## src/rtl/pipe_seg_skid.sv

```systemverilog
// Pipeline segment register with a valid/ready handshake and a one-entry skid buffer.
// Main holds the presented payload; skid catches the one accepted while downstream stalls.
module pipe_seg_skid #(
   parameter int WIDTH      = 32,
   parameter bit CLEAR_DATA = 1'b1
) (
   input  logic             clk,
   input  logic             resetn,
   input  logic             stall,
   input  logic             refresh,
   input  logic             in_valid,
   output logic             in_ready,
   input  logic [WIDTH-1:0] in_data,
   output logic             out_valid,
   input  logic             out_ready,
   output logic [WIDTH-1:0] out_data,
   output logic [1:0]       occ
);

   typedef enum logic [1:0] {
      EMPTY = 2'd0,
      ONE   = 2'd1,
      FULL  = 2'd2
   } state_t;

   state_t           state, state_nx;
   logic [WIDTH-1:0] main_d, skid_d;
   logic             main_v, skid_v;
   logic             in_fire, out_fire;
   logic             load_main_in, load_main_skid, load_skid, clr_main;

   assign main_v    = (state == ONE) || (state == FULL);
   assign skid_v    = (state == FULL);
   assign in_ready  = !skid_v && !stall && !refresh;
   assign out_valid = main_v && !stall && !refresh;
   assign out_data  = main_d;
   assign in_fire   = in_valid && in_ready;
   assign out_fire  = out_valid && out_ready;

   always_ff @(posedge clk) begin
      if (!resetn || refresh) begin
         state <= EMPTY;
      end else begin
         state <= state_nx;
      end
   end

   // Stall needs no branch here: both fires are already gated by it.
   always_comb begin
      state_nx       = state;
      load_main_in   = 1'b0;
      load_main_skid = 1'b0;
      load_skid      = 1'b0;
      clr_main       = 1'b0;
      case (state)
         EMPTY: begin
            if (in_fire) begin
               load_main_in = 1'b1;
               state_nx     = ONE;
            end
         end
         ONE: begin
            if (in_fire && out_fire) begin
               load_main_in = 1'b1;
            end else if (in_fire) begin
               load_skid = 1'b1;
               state_nx  = FULL;
            end else if (out_fire) begin
               clr_main = 1'b1;
               state_nx = EMPTY;
            end
         end
         FULL: begin
            if (out_fire) begin
               load_main_skid = 1'b1;
               state_nx       = ONE;
            end
         end
         default: state_nx = EMPTY;
      endcase
   end

   always_ff @(posedge clk) begin
      if (!resetn || refresh) begin
         if (CLEAR_DATA) begin
            main_d <= '0;
            skid_d <= '0;
         end
      end else begin
         if (load_main_in) begin
            main_d <= in_data;
         end else if (load_main_skid) begin
            main_d <= skid_d;
         end else if (clr_main && CLEAR_DATA) begin
            main_d <= '0;
         end
         if (load_skid) begin
            skid_d <= in_data;
         end
      end
   end

   always_comb begin
      case (state)
         ONE:     occ = 2'd1;
         FULL:    occ = 2'd2;
         default: occ = 2'd0;
      endcase
   end

endmodule

```

## config.mk

```make
export PLATFORM = sky130hd
export DESIGN_NAME = pipe_seg_skid
export DESIGN_NICKNAME = d
export VERILOG_FILES = /design/src/rtl/pipe_seg_skid.sv
export SDC_FILE = /design/constraint.sdc
export NUM_CORES = 1
export LEC_CHECK = 0
export CORE_UTILIZATION = 62
export DETAILED_ROUTE_END_ITERATION = 7
export DONT_BUFFER_PORTS = 1
export GPL_ROUTABILITY_DRIVEN = 1
export PLACE_DENSITY_LB_ADDON = 0.05
export REMOVE_ABC_BUFFERS = 1
export SYNTH_ARGS = -nofsm -noshare
export SYNTH_HDL_FRONTEND = slang
export SYNTH_SLANG_ARGS = --single-unit
```

## constraint.sdc

```tcl
create_clock -name clk -period 3.15 [get_ports clk]
set_input_delay 0 -clock clk [delete_from_list [all_inputs] [get_ports clk]]
set_output_delay 0 -clock clk [all_outputs]
set_load 0.02 [all_outputs]
```

==> impl_metrics.json, run 1 <==
{
  "leakage_nw": 1.013,
  "io_pins": 74,
  "synth_top_family_by_area": "compound AO/OA/AOI/OAI gates",
  "ff2ff_path_depth": 7,
  "crit_buf_inv": 2,
  "drive_above_1_share": 0.09483,
  "required_ns": 3.41,
  "root_buffer": "clkbuf_8",
  "pwr-share-comb": 0.067,
  "intPower_mw": 1.254,
  "fp.dieH_um": 67.61,
  "htree_levels": 3,
  "place_inst": 350,
  "min_period_over_period": 0.7728,
  "clk_pin_slew_ns": 0.07,
  "cp-end-kind": "flop",
  "synthesis.area_sq_um": 2669,
  "slew_violations": 0,
  "p_sw_mw": 0.3857,
  "synth-seq-cells": 66,
  "power.density_nw_per_um2": 510.0,
  "ant_nets": 0,
  "synth_top_area_share": 0.4951,
  "yosys.area_share.simple": 0.1810,
  "yosysWarningCount": 0,
  "synth-compound-area-share": 0.2485,
  "first_pass_iters": 4,
  "drt_wl_total_mm": 6.348,
  "max-slew-margin-rel": 0.5627,
  "crit_family": "simple AND/OR/NAND/NOR gates",
  "yosys.area_share.xor_xnor": 0,
  "initial_utilization": 0.6577,
  "holdBufCountCts": 32,
  "synthMuxAreaShare": 0.008439,
  "grt_first_pass_wirelength_mm": 9.729,
  "antenna_cells": 0,
  "worst_pin_slew_ns": 0.6545,
  "track_usage": 0.2911,
  "finalSetupViolCount": 0,
  "grt_overflow_total": 0,
  "worstSetupPathDepth": 7,
  "port_buffers": 0,
  "cpMaxStageDelayCell": "or4bb_1",
  "crit_arrival_ns": 2.69,
  "synth_edf_count": 0,
  "syn_avg_cell_area_sq_um": 8.392,
  "synth_flop_cell": "dfxtp_1",
  "hp-class": "in2reg",
  "cts_tree": "done",
  "yosysTopAreaCell": "dfxtp_1",
  "worstPathCellList": "inv_1 > ha_1 > or4bb_1 > nand3_1 > buf_4 > nand2_1 > a21oi_1",
  "synthArstFlopShare": 0,
  "period_needed_ns": 2.434,
  "cts_buffer_depth": 2,
  "finalSetupTns_ns": 0,
  "cpPeakStageDelay_ns": 0.60,
  "fin_skew_ns": 0.006615,
  "grt_pass1_vias": 2122,
  "wl_per_cell_um": 15.95,
  "yosysMostFrequentCell": "nand2_1",
  "synth_cell_types": 27,
  "hold_viol_final": 0,
  "first_iter_violations": 264,
  "ys_seq_area_frac": 0.4951,
  "timing.final.ws_setup_ns": 0.7158,
  "hpwl_mm": 3.793,
  "synthAdderAreaFrac": 0.01875,
  "crit_type": "reg2reg",
  "critPathLaunchType": "flop",
  "drcViolationCount": 0,
  "finalNetCount": 385,
  "routed-via-count": 2385,
  "postCtsSetupRepairBufs": 0,
  "antenna_found_initial": 0,
  "preCtsSetupSlack_ns": 0.7607,
  "insertion_delay_ns": 0.34,
  "die-area_sq_um": 4571,
  "synth_common_cells": "nand2_1, dfxtp_1, a21oi_1",
  "die_w_um": 67.61,
  "hold_path_depth": 3,
  "maxCapViolations": 0,
  "numClockSinks": 66,
  "yosys-top-cells-area": "dfxtp_1, nand2_1, a21oi_1",
  "finalNonFillerCells": 398,
  "area_delta_synth_final_pct": 20.49,
  "swShare": 0.2352,
  "ir_worst_vdd_v": 0.0004410,
  "rsz0062_at_grt": "no",
  "p_seq_frac": 0.520,
  "fmax_ghz": 0.4108,
  "viasPerCell": 5.992,
  "core-area_sq_um": 4058,
  "grt_max_degree": 47,
  "cts_made_buffers": 9,
  "r2r_slack_ns": 0.72,
  "syn_inst": 318,
  "ctsResizeCount": 0,
  "crit_fanout": 23,
  "rows": 23,
  "status": "finished clean",
  "gp_congestion": 0.7383,
  "p_clk_frac": 0.413
}
## final timing paths
| check | endpoint | from |
|---|---|---|
| worst min register to register | skid_d[17] | skid_d[17] |
| worst min-delay path | state[1] | refresh |
| worst max register to register | skid_d[28] | state[1] |
| worst max-delay path | skid_d[28] | state[1] |
## cells in the final DEF (no fill, tap or decap), types with 2 or more instances in the layout
cell type / Yosys / routed
nand2_1: 95 / 95
dfxtp_1: 66 / 66
a21oi_1: 64 / 64
dlygate4sd3_1: 0 / 32
a32oi_1: 30 / 30
clkbuf_8: 0 / 9
buf_4: 0 / 8
inv_1: 4 / 4
ha_1: 4 / 4
nor2_1: 4 / 3
o22ai_1: 3 / 3
nor3_1: 2 / 2
nor3b_1: 2 / 2
o221a_2: 2 / 2
clkinvlp_4: 0 / 2
clkbuf_1: 17 / 2
clkinv_2: 0 / 2
## routing by layer
metal,global-route usage,wire length [um],up-vias
met3,0.09628,404,8
met1,0.3543,2675,1124
met4,0.1011,70,0
li1,-,-,1177
met2,0.4765,3198,76
met5,0,0,-
## tightest hold or removal path: cells and delay by family
kind               cells  cell delay (ns)
AOI/OAI and AO/OA      2             0.21
and+or+nand+nor        1             0.13
## power by group through the flow
stage	Combinational (mW)	Sequential, mW	Clock (mW)
5_1_grt	0.117	0.854	0.716
6_report	0.109	0.853	0.677
3_5_place_dp	0.0684	0.872	0
4_1_cts	0.107	0.853	0.684
2_1_floorplan	0.0491	0.871	0
3_3_place_gp	0.0680	0.872	0
## flip-flops by register name, summed over array words and instances (netlist names)
signal    flops
out_data     32
skid_d       32
state         2
## through the flow
step	cell area (sq um)	total power, mW	hold WS [ns]	util
floorplan	2555	0.9201	0.07955	-
global placement	2709	0.9400	0.08253	0.6676
detailed placement	2709	0.9407	0.08182	0.6676
CTS	3216	1.644	0.02002	0.7925
global route	3216	1.687	0.05910	0.7925
finish	3216	1.640	0.04541	0.7925
## layout make-up
class	instances	area (sq um)
Multi-Input combinational cell	221	1230
Fill cell	292	842.1
Sequential cell	66	1321
Inverter	4	15.01
Timing Repair Buffer	41	400.4
Clock buffer	11	131.4
Clock inverter	5	55.05
Tap cell	50	62.56
## cells by family after synthesis
family,count (synthesis)
mux,2
flops,66
simple gates,112
fa+ha+maj,4
compound gates,103
buf+inv,31
No activity file was read; power rests on OpenSTA's default activity.
==> run 2, diff against run 1 <==
--- a/config.mk
+++ b/config.mk
@@ -5,7 +5,7 @@
 export SDC_FILE = /design/constraint.sdc
 export NUM_CORES = 1
 export LEC_CHECK = 0
-export CORE_UTILIZATION = 62
+export CORE_UTILIZATION = 56
 export DETAILED_ROUTE_END_ITERATION = 7
 export DONT_BUFFER_PORTS = 1
 export GPL_ROUTABILITY_DRIVEN = 1
==> constraint.sdc (replaced) <==
create_clock -name clk -period 2 [get_ports clk]
set_input_delay 0 -clock clk [delete_from_list [all_inputs] [get_ports clk]]
set_output_delay 0 -clock clk [all_outputs]
set_load 0.02 [all_outputs]
==> impl_metrics.json, run 2 (same netlist as run 1, synthesis figures left out) <==
{
  "finalInstanceArea_sq_um": 3491,
  "crit_fanout": 3,
  "hpwl_mm": 4.055,
  "maxCapViolations": 0,
  "gp_congestion": 0.7935,
  "r2r_slack_ns": 0.03,
  "rr_startpoint": "state[1]",
  "hold_path_depth": 1,
  "ff2ff_path_depth": 6,
  "initial_utilization": 0.5965,
  "slew_violations": 0,
  "worst_pin_slew_ns": 0.6047,
  "viasPerCell": 5.859,
  "min_period_over_period": 0.9847,
  "finalNonFillerCells": 418,
  "ant_nets": 0,
  "rsz0062_at_grt": "yes",
  "drive_above_1_share": 0.1639,
  "io_pins": 74,
  "cts_made_buffers": 9,
  "drcViolationCount": 6,
  "crit_family": "compound AO/OA/AOI/OAI gates",
  "ff_latch_area_sq_um": 1324,
  "max-slew-margin-rel": 0.5938,
  "hp-start": "refresh",
  "crit_type": "reg2reg",
  "htree_levels": 3,
  "die_w_um": 71.04,
  "placed_cell_area_sq_um": 2854,
  "crit_arrival_ns": 2.18,
  "track_usage": 0.2717,
  "grt_first_pass_wirelength_mm": 10.88,
  "fillCellCount": 316,
  "wl_per_cell_um": 16.14,
  "routed-via-count": 2449,
  "rows": 24,
  "crit_buf_inv": 1,
  "period_needed_ns": 1.969,
  "antenna_cells": 0,
  "fp.dieH_um": 71.04,
  "port_buffers": 0,
  "grt_pass1_vias": 2410,
  "first_pass_iters": 6,
  "root_buffer": "clkbuf_8",
  "cpMaxStageDelayCell": "or4bb_1",
  "cts_tree": "done",
  "required_ns": 2.21,
  "grt_overflow_total": 0,
  "place_inst": 366,
  "cp-end-kind": "flop",
  "layout_common_cells": "nand2_1, a21oi_1, dfxtp_1, dlygate4sd3_1, a32oi_1",
  "antenna_found_initial": 0,
  "status": "finished with violations",
  "grt_max_degree": 43,
  "numClockSinks": 66,
  "die-area_sq_um": 5046,
  "hold_viol_final": 0,
  "reg2reg_to": "state[0]",
  "multi_input_area_sq_um": 1271,
  "final_common_cell": "nand2_1",
  "drt_wl_total_mm": 6.747,
  "wl_met2_mm": 3.480,
  "critPathLaunchType": "flop",
  "finalNetCount": 403,
  "worstPathCellList": "inv_2 > ha_4 > or4bb_1 > o21a_1 > a221oi_4 > mux2_4",
  "top_layer": "met4",
  "insertion_delay_ns": 0.33,
  "min_to": "in_ready",
  "leakage_nw": 1.161,
  "clk_pin_slew_ns": 0.07,
  "cpPeakStageDelay_ns": 0.42,
  "ir_worst_vdd_v": 0.0006719,
  "violations": "design-rule violations",
  "core-area_sq_um": 4474,
  "area_delta_synth_final_pct": 30.80,
  "finalSetupViolCount": 0,
  "fin_skew_ns": 0.009884,
  "hp-class": "in2out",
  "power.density_nw_per_um2": 764.8,
  "met1_length_mm": 2.877,
  "cts_buffer_depth": 2,
  "first_iter_violations": 177,
  "wl_met3_um": 334,
  "fmax_ghz": 0.5078
}
[run 2: cell count changes in the layout (fill, tap and decap cells not counted), sizes merged]
cell	previous run	this run
buf	9	26
clkinv	2	3
clkinvlp	2	1
inv	4	5
[run 2: final cells by class]
cell class	instances	share of cell area
Sequential cell	66	0.3792
Tap cell	52	0.01864
Clock buffer	10	0.03943
Timing Repair Buffer	59	0.1756
Multi-Input combinational cell	221	0.3642
Clock inverter	6	0.01864
Inverter	4	0.004301
[run 2: worst max-delay path by stage]
stage,from,end,slack (ns),depth (start not counted)
after detailed placement,state[1],state[0],-0.07,6
after global routing,state[1],state[0],-0.05,6
after CTS,state[0],state[0],-0.009,6
after floorplan,state[0],skid_d[0],-1.13,6
final,state[1],state[0],0.03,6
after global placement,state[0],state[0],-0.02,6
[run 2: per-stage QoR]
step | setup TNS [ns] | setup WS (ns) | hold slack [ns] | power (mW) | util
global route | -0.2784 | -0.04943 | 0.08438 | 2.757 | 0.7802
detailed placement | -0.4463 | -0.07059 | 0.08247 | 1.499 | 0.6379
global placement | -0.01872 | -0.01872 | 0.08343 | 1.497 | 0.6379
floorplan | -67.58 | -1.127 | 0.07955 | 1.449 | -
CTS | -0.008614 | -0.008614 | 0.07528 | 2.676 | 0.7603
finish | 0 | 0.03063 | 0.08127 | 2.670 | 0.7802
[run 2: worst reg2reg max path, delay by kind of cell, from the launching register on]
family	cells	cell delay (ns)
AOI/OAI and AO/OA	2	0.46
adders and majority gates	1	0.27
buffers and inverters	1	0.05
DFF	1	0.34
muxes	1	0.32
and+or+nand+nor	1	0.42
[run 2: repair_timing]
item | CTS | global route
gates cloned | 0 | 1
endpoints found under the setup margin | 55 | 66
endpoints found under the hold margin | 64 | 0
pin swaps | 2 | 3
setup buffers | 1 | 2
hold buffers | 32 | 0
resized for setup | 3 | 13
[run 2: routing by layer]
metal / up-vias / track usage
li1: 1214 / -
met1: 1166 / 0.3076
met2: 63 / 0.5075
met3: 6 / 0.05840
met4: 0 / 0.08444
met5: - / 0
[run 2: where the power goes]
part	total [mW]	leakage (nW)	switching [mW]	internal [mW]
logic	0.201	0.525	0.101	0.100
clock network	1.13	0.103	0.514	0.612
registers	1.34	0.533	0.0185	1.32
==> run 3, diff against run 2 <==
--- a/config.mk
+++ b/config.mk
@@ -5,7 +5,7 @@
 export SDC_FILE = /design/constraint.sdc
 export NUM_CORES = 1
 export LEC_CHECK = 0
-export CORE_UTILIZATION = 56
+export CORE_UTILIZATION = 62
 export DETAILED_ROUTE_END_ITERATION = 7
 export DONT_BUFFER_PORTS = 1
 export GPL_ROUTABILITY_DRIVEN = 1
==> constraint.sdc (replaced) <==
create_clock -name clk -period 2.3 [get_ports clk]
set_input_delay 0 -clock clk [delete_from_list [all_inputs] [get_ports clk]]
set_output_delay 0 -clock clk [all_outputs]
set_load 0.02 [all_outputs]
==> impl_metrics.json, run 3 (same netlist as run 1, synthesis figures left out) <==
{
  "final_common_cell": "nand2_1",
  "p_seq_frac": 0.480,
  "p_sw_mw": 0.5208,
  "pwr-share-comb": 0.063,
  "numClockSinks": 66,
  "fin_skew_ns": 0.004725,
  "hp-start": "refresh",
  "min_period_over_period": 0.9539,
  "period_needed_ns": 2.194,
  "placed_cell_area_sq_um": 2746,
  "root_buffer": "clkbuf_8",
  "top_layer": "met4",
  "cts_made_buffers": 9,
  "grt_max_degree": 39,
  "initial_utilization": 0.6577,
  "crit_type": "reg2reg",
  "die_w_um": 67.61,
  "insertion_delay_ns": 0.35,
  "slew_violations": 0,
  "required_ns": 2.53,
  "wl_met2_mm": 3.140,
  "maxCapViolations": 0,
  "io_pins": 74,
  "timing.final.ws_setup_ns": 0.1059,
  "power.density_nw_per_um2": 738.2,
  "met1_length_mm": 2.643,
  "grt_overflow_total": 0,
  "port_buffers": 0,
  "die-area_sq_um": 4571,
  "viasPerCell": 6.112,
  "max-slew-margin-rel": 0.5052,
  "worst_pin_slew_ns": 0.7423,
  "layout_common_cells": "nand2_1, dfxtp_1, a21oi_1, dlygate4sd3_1, a32oi_1",
  "wl_met3_um": 495,
  "whs_ns": 0.03708,
  "cp-end-kind": "flop",
  "finalSetupViolCount": 0,
  "hp-class": "in2reg",
  "wl_per_cell_um": 15.96,
  "first_pass_iters": 4,
  "drive_above_1_share": 0.1111,
  "finalInstanceArea_sq_um": 3296,
  "status": "finished clean",
  "drcViolationCount": 0,
  "grt_pass1_vias": 2173,
  "preCtsSetupSlack_ns": 0.05210,
  "ir_worst_vdd_v": 0.0004745,
  "fmax_ghz": 0.4558,
  "finalNetCount": 390,
  "critPathLaunchType": "flop",
  "ant_nets": 0,
  "drt_wl_total_mm": 6.400,
  "postCtsSetupRepairBufs": 0,
  "clk_pin_slew_ns": 0.06,
  "startpoint": "state[0]",
  "htree_levels": 3,
  "ff_latch_area_sq_um": 1321,
  "fillCellCount": 270,
  "routed-via-count": 2451,
  "p_clk_frac": 0.457,
  "antenna_cells": 0,
  "core-area_sq_um": 4058,
  "grt_first_pass_wirelength_mm": 9.901,
  "finalNonFillerCells": 401,
  "track_usage": 0.2962,
  "crit_fanout": 5,
  "gp_congestion": 0.7252,
  "area_delta_synth_final_pct": 23.49,
  "leakage_nw": 1.069,
  "multi_input_area_sq_um": 1234,
  "hpwl_mm": 3.811,
  "rsz0062_at_grt": "no",
  "antenna_found_initial": 0,
  "swShare": 0.2141,
  "crit_arrival_ns": 2.42,
  "first_iter_violations": 170,
  "power_mw": 2.433,
  "fp.dieH_um": 67.61,
  "rr_startpoint": "state[0]",
  "cts_buffer_depth": 2,
  "place_inst": 355,
  "cts_tree": "done",
  "intPower_mw": 1.912,
  "rows": 23,
  "hold_viol_final": 0
}
run 3: cell types whose count changed in the layout (fill, tap and decap cells not counted), sizes merged:
| cell | before | now |
|---|---|---|
| bufinv | 1 | 2 |
| buf | 26 | 14 |
| inv | 5 | 4 |
| clkinvlp | 1 | 0 |
| clkbuf | 11 | 12 |
| clkinv | 3 | 0 |
run 3: area by class of cell:
cell class                      instances  area share
Clock buffer                           12     0.05011
Inverter                                4    0.004556
Timing Repair Buffer                   46      0.1329
Sequential cell                        66      0.4009
Clock inverter                          2     0.01822
Tap cell                               50     0.01898
Multi-Input combinational cell        221      0.3743
run 3: power by group through the flow:
stage                     logic, mW  clock network [mW]  registers (mW)
after CTS                     0.151                1.12            1.17
after detailed placement     0.0982                   0            1.19
final                         0.153                1.11            1.17
after global routing          0.164                1.18            1.17
after floorplan              0.0672                   0            1.19
after global placement       0.0979                   0            1.19
run 3: metal layers:
| metal | up-vias | GRT usage |
|---|---|---|
| met2 | 98 | 0.4703 |
| met1 | 1155 | 0.3593 |
| met3 | 13 | 0.1149 |
| met4 | 0 | 0.1090 |
| li1 | 1185 | - |
| met5 | - | 0 |
run 3: per-stage QoR:
stage,util,TNS [ns]
after detailed placement,0.6768,0
after global routing,0.8122,0
after global placement,0.6768,0
final,0.8122,0
after CTS,0.8113,0
after floorplan,-,-47.78
run 3: repair_timing:
action                                  CTS  global route
hold endpoints to repair                 64             0
hold buffers                             32             0
endpoints found under the setup margin    0             1
gates resized for setup                   0             1
run 3: worst paths after layout:
| check | endpoint | slack, ns | cells after the start |
|---|---|---|---|
| setup / recovery | state[0] | 0.11 | 6 |
| hold / removal | state[1] | 0.04 | 3 |
| setup reg to reg | state[0] | 0.11 | 6 |
| hold reg to reg | skid_d[3] | 0.46 | 2 |
run 3: critical path, stage by stage, from the launching register on:
cell and delay, ns:
dfxtp_1 0.36, inv_1 0.09, ha_1 0.31, or4bb_4 0.58
o21a_1 0.20, a221oi_2 0.20, mux2_1 0.34
